`src/rtl/fir_ctrl_pkg.sv`:
```
// rtl/fir_ctrl_pkg.sv - shared defaults and state encoding for the FIR sequencing controller
package fir_ctrl_pkg;

    localparam int TAPS_DEFAULT = 8;
    localparam int AW_DEFAULT   = 8;

    typedef enum logic [1:0] {
        ST_IDLE  = 2'd0,
        ST_MAC   = 2'd1,
        ST_DRAIN = 2'd2,
        ST_OUT   = 2'd3
    } fir_state_e;

endpackage

```
`src/rtl/fir_tap_cnt.sv`:
```
// rtl/fir_tap_cnt.sv - tap address counter with clear, increment and terminal-count flag
module fir_tap_cnt #(
    parameter int TAPS = 8,
    parameter int AW   = 8
) (
    input  logic          clk,
    input  logic          rst,
    input  logic          clr_i,
    input  logic          inc_i,
    output logic [AW-1:0] cnt_o,
    output logic          tc_o
);

    logic [AW-1:0] cnt_q;
    logic [AW-1:0] cnt_d;
    logic          tc;

    assign tc = (cnt_q == AW'(TAPS - 1));

    // Increment saturates at the terminal count so the address never wraps within a pass.
    always_comb begin
        cnt_d = cnt_q;
        if (clr_i) begin
            cnt_d = '0;
        end else if (inc_i && !tc) begin
            cnt_d = cnt_q + AW'(1);
        end
    end

    always_ff @(posedge clk) begin
        if (rst) begin
            cnt_q <= '0;
        end else begin
            cnt_q <= cnt_d;
        end
    end

    assign cnt_o = cnt_q;
    assign tc_o  = tc;

endmodule

```
`src/rtl/fir_ctrl.sv`:
```
// rtl/fir_ctrl.sv - FIR filter sequencing controller: accept sample, walk taps, drain, hand off result
module fir_ctrl
    import fir_ctrl_pkg::*;
#(
    parameter int TAPS = TAPS_DEFAULT,
    parameter int AW   = AW_DEFAULT
) (
    input  logic          clk,
    input  logic          rst,
    input  logic          in_valid,
    output logic          in_ready,
    output logic          shift_en,
    output logic          ld_ir,
    output logic [AW-1:0] tap_addr,
    output logic          clr_acc,
    output logic          mac_en,
    output logic          out_valid,
    input  logic          out_ready,
    output logic          busy
);

    fir_state_e    state_q;
    logic          mac_en_q;
    logic          accept;
    logic          in_mac;
    logic          last_tap;
    logic [AW-1:0] tap_cnt;

    assign in_ready  = (state_q == ST_IDLE);
    assign accept    = in_ready && in_valid;
    assign in_mac    = (state_q == ST_MAC);
    assign shift_en  = accept;
    assign clr_acc   = accept;
    assign ld_ir     = in_mac;
    assign tap_addr  = in_mac ? tap_cnt : '0;
    assign out_valid = (state_q == ST_OUT);
    assign busy      = !in_ready;
    assign mac_en    = mac_en_q;

    // Counter is cleared on acceptance and again after the last tap so it rests at zero.
    fir_tap_cnt #(
        .TAPS (TAPS),
        .AW   (AW)
    ) u_tap_cnt (
        .clk   (clk),
        .rst   (rst),
        .clr_i (accept || (in_mac && last_tap)),
        .inc_i (in_mac),
        .cnt_o (tap_cnt),
        .tc_o  (last_tap)
    );

    // mac_en trails ld_ir by one cycle: operands appear only after the address register loads.
    always_ff @(posedge clk) begin
        if (rst) begin
            state_q  <= ST_IDLE;
            mac_en_q <= 1'b0;
        end else begin
            mac_en_q <= in_mac;
            case (state_q)
                ST_IDLE:  if (in_valid) state_q <= ST_MAC;
                ST_MAC:   if (last_tap) state_q <= ST_DRAIN;
                ST_DRAIN: state_q <= ST_OUT;
                ST_OUT:   if (out_ready) state_q <= ST_IDLE;
                default:  state_q <= ST_IDLE;
            endcase
        end
    end

endmodule

```
`config.mk`:
```
export PLATFORM = sky130hd
export DESIGN_NAME = fir_ctrl
export DESIGN_NICKNAME = d
export VERILOG_FILES = /design/src/rtl/fir_ctrl_pkg.sv /design/src/rtl/fir_tap_cnt.sv /design/src/rtl/fir_ctrl.sv
export SDC_FILE = /design/constraint.sdc
export NUM_CORES = 1
export LEC_CHECK = 0
export CORE_MARGIN = 10
export CORE_UTILIZATION = 40
export CTS_CLUSTER_DIAMETER = 200
export CTS_CLUSTER_SIZE = 14
export DETAILED_ROUTE_END_ITERATION = 6
export PLACE_DENSITY = 0.69
export SYNTH_ARGS = -nofsm -noshare
export SYNTH_HDL_FRONTEND = slang
export SYNTH_SLANG_ARGS = --single-unit
```
`constraint.sdc`:
```
create_clock -name clk -period 1.6 [get_ports clk]
set_input_delay 0.32 -clock clk [delete_from_list [all_inputs] [get_ports clk]]
set_output_delay 0.32 -clock clk [all_outputs]
set_load 0.05 [all_outputs]
```
==> results.py, run 1 <==
metrics = {
    "clock_network": {
        "cts_root_buffer": "clkbuf_4",
        "clk_path_buf_depth": 2,
        "clock_latency_ns": 0.27,
        "hold_buffers": 0,
        "cts_sinks": 11,
        "htree_num_levels": 1,
        "numCtsBuffers": 3,
        "path_clk_slew_ns": 0.07,
        "cts_tree": "built",
    },
    "routing": {
        "vias_per_cell": 4.865,
        "finalWirelength_um": 1931,
        "remaining_drc_errors": 0,
        "first_pass_iters": 4,
        "drtIter0Drc": 10,
        "routedWlPerCell_um": 14.52,
        "vias": 647,
        "final_antenna_net_count": 0,
    },
    "layout": {
        "n_antenna_cell": 0,
        "drive_above_1_share_pct": 57.26,
        "fillers": 78,
        "layout.nets": 128,
        "area_growth_pct": 94.59,
    },
    "synth": {
        "synth.avg_cell_area_um2": 8.758,
        "synth_cells": 74,
        "synth_fp_nets": 84,
        "dominantRegCellSynth": "dfxtp_1",
        "synth_area_um2": 648.1,
        "ys_ff_latch": 11,
        "ys_seq_area_share_pct": 33.98,
        "synth-edff-count": 0,
        "yosys_warnings": 0,
        "synth-async-reset-ratio_pct": 0,
        "ys_types": 27,
    },
    "critical_path": {
        "startpoint_type": "flop",
        "ff2ff_setup_slack_ns": 0.07,
        "ff2ff_path_depth": 6,
        "path_cells": "inv_4 > ha_4 > buf_6 > and2_4 > buf_12",
        "max_stage_delay_ns": 0.36,
        "cp_data_required_time_ns": 1.28,
        "timing.rr.end": "u_tap_cnt.cnt_o[3]$_SDFFE_PP0P_",
        "critPathBufInv": 3,
        "worstPathArrival_ns": 1.30,
        "path_delay_family": "flip-flops",
        "end_kind": "output port",
        "setup.worst_path.class": "flop to output port",
        "worst_path_max_delay_cell": "dfxtp_2",
        "critPathMaxFanout": 7,
        "r2r_start": "state_q[1]$_SDFFE_PP0P_",
    },
    "run_status": {
        "violations": "negative setup slack",
        "status": "finished, violations left",
    },
    "place": {
        "dp_slack_ns": -0.01298,
        "portBuffers": 18,
        "routabilityCongestion": 0.8219,
        "hpwl_um": 1381,
    },
    "hold_path": {
        "hold_class": "flop to flop",
        "worstHoldStart": "u_tap_cnt.cnt_o[3]$_SDFFE_PP0P_",
        "holdPathEnd": "u_tap_cnt.cnt_o[3]$_SDFFE_PP0P_",
        "holdPathStages": 2,
    },
    "die": {
        "die_x_um": 60.25,
        "start_util_pct": 42.53,
        "ios": 19,
        "rows": 14,
        "die_area_um2": 3630,
        "die_h_um": 60.25,
        "core_um2": 1524,
    },
    "power_and_ir_drop": {
        "power_mw": 2.216,
        "cellPowerDensity_nw_per_um2": 1757,
        "peakVddDrop_mv": 1.625,
        "p_leak_nw": 0.5330,
    },
    "global_routing": {
        "grt_pass1_wl_um": 2994,
        "antenna_found_initial": 0,
        "grt_pass1_vias": 652,
        "grt_overflow": 0,
        "grt_use_total_pct": 11.04,
        "grt_max_degree": 9,
    },
    "sta": {
        "fin_tns_setup_ns": -0.03205,
        "setup_viol_count_final": 2,
        "slew_headroom_pct": 77.23,
        "fin_hold_ws_ns": 0.4961,
        "worst_slack_ns": -0.01854,
        "skew_ns": 0.0005820,
        "worst_pin_slew_ns": 0.3404,
        "period_minus_slack_ns": 1.619,
        "clock.fmax_ghz": 0.6178,
        "drv_slew": 0,
        "rsz0062_at_grt": "true",
        "fin_crit_sh_pct": 101.2,
        "finalHoldViolations": 0,
    },
    "run": {
        "maxCapViolCount": 0,
    },
}
## worst max path at each step
stage	start	endpoint	slack (ns)	cells past startpoint
after floorplan	state_q[1]$_SDFFE_PP0P_	tap_addr[0]	0.008	4
after global placement	in_valid	u_tap_cnt.cnt_o[3]$_SDFFE_PP0P_	0.05	5
after detailed placement	in_valid	u_tap_cnt.cnt_o[3]$_SDFFE_PP0P_	-0.01	5
after CTS	state_q[1]$_SDFFE_PP0P_	tap_addr[5]	-0.02	6
after global routing	state_q[1]$_SDFFE_PP0P_	tap_addr[7]	-0.06	5
final	state_q[1]$_SDFFE_PP0P_	tap_addr[7]	-0.02	5
## Yosys cell counts (2+ instances only)
library cell	number	area, µm²
a21o_1	2	15.01
a21oi_1	4	20.02
and2_1	7	43.79
dfxtp_1	11	220.2
ha_1	6	75.07
inv_1	5	18.77
nand2_1	6	22.52
nand3_1	2	10.01
nor2_1	8	30.03
nor3_1	3	15.01
xnor2_1	3	26.28
xor2_1	2	17.52
## final cells by class
class                      instances  area, µm²  share of cell area, %
clock buffer                       4      26.28                  2.083
inverter                           5      27.53                  2.183
multi-input combinational         56      459.2                  36.41
sequential                        11      226.5                  17.96
tap                               16      20.02                  1.587
timing repair buffer              41      501.7                  39.78
## flip-flops by register name, indices dropped and copies added (netlist names)
signal / count
mac_en: 1
state_q: 2
u_tap_cnt.cnt_o: 8
## stage by stage
step                cells  instance area (µm²)  util [%]
finish                133                 1261     82.76
global route          133                 1261     82.76
CTS                   127                 1202     78.90
detailed placement    116                 1096     71.92
global placement      116                 1096     71.92
floorplan              74                694.4         -
## routing by layer
metal / wire (µm) / GRT usage, % / up-vias
met5: 0 / 0 / -
met1: 780 / 11.58 / 298
met2: 1011 / 18.53 / 12
met4: 19 / 2.885 / 0
li1: - / - / 335
met3: 120 / 6.144 / 2
## report_power, final
| group | internal, mW | switching [mW] |
|---|---|---|
| clock network | 0.0967 | 0.101 |
| registers | 0.328 | 0.0502 |
| logic | 0.861 | 0.779 |
## cell families (layout without fill, tap and decap cells)
| logic type | after synthesis | in the layout | synth area share [%] |
|---|---|---|---|
| compound gates | 9 | 9 | 12.36 |
| xor+xnor | 5 | 5 | 6.758 |
| fa+ha+maj | 6 | 6 | 11.58 |
| buf+inv | 7 | 50 | 4.633 |
| flops | 11 | 11 | 33.98 |
| mux | 1 | 1 | 1.737 |
| simple gates | 35 | 35 | 28.96 |
## worst reg2reg max path: stages (launching register included)
cell and delay (ns):
dfxtp_2 0.34, inv_4 0.08, ha_4 0.18, buf_4 0.13, nand4_1 0.17, or3_2 0.45
a21oi_1 0.12
## timing repair
item                       4_1_cts  5_1_grt
resized for setup               14        5
buffers inserted                 8        6
setup endpoints to repair       10       15
pin swaps                        5        0
## layout by cell type (no fill, tap or decap), drive strengths merged, types with 2 or more instances in the layout
cell           netlist  final
nand2                6      6
nor3                 3      3
nor2                 8      8
inv                  5      4
clkdlybuf4s50        0      3
xor2                 2      2
dfxtp               11     11
clkbuf               1      4
and2                 8      8
or3                  2      2
xnor2                3      3
ha                   6      6
a21oi                4      4
nand3                2      2
buf                  1     38
a21o                 2      2
(Power assumes the default switching activity.)
==> inputs of run 2 (changes only) <==
--- a/config.mk
+++ b/config.mk
@@ -5,6 +5,7 @@
 export SDC_FILE = /design/constraint.sdc
 export NUM_CORES = 1
 export LEC_CHECK = 0
+export CAP_MARGIN = 20
 export CORE_MARGIN = 10
 export CORE_UTILIZATION = 40
 export CTS_CLUSTER_DIAMETER = 200
==> results of run 2 <==
Same layout as run 1: the final DEF is identical, and so are final timing and power.
==> inputs of run 3 (changes only) <==
--- a/config.mk
+++ b/config.mk
@@ -11,6 +11,7 @@
 export CTS_CLUSTER_DIAMETER = 200
 export CTS_CLUSTER_SIZE = 14
 export DETAILED_ROUTE_END_ITERATION = 6
+export HOLD_SLACK_MARGIN = 0.05
 export PLACE_DENSITY = 0.69
 export SYNTH_ARGS = -nofsm -noshare
 export SYNTH_HDL_FRONTEND = slang
==> results of run 3 <==
Same layout as run 1: the final DEF is identical, and so are final timing and power.
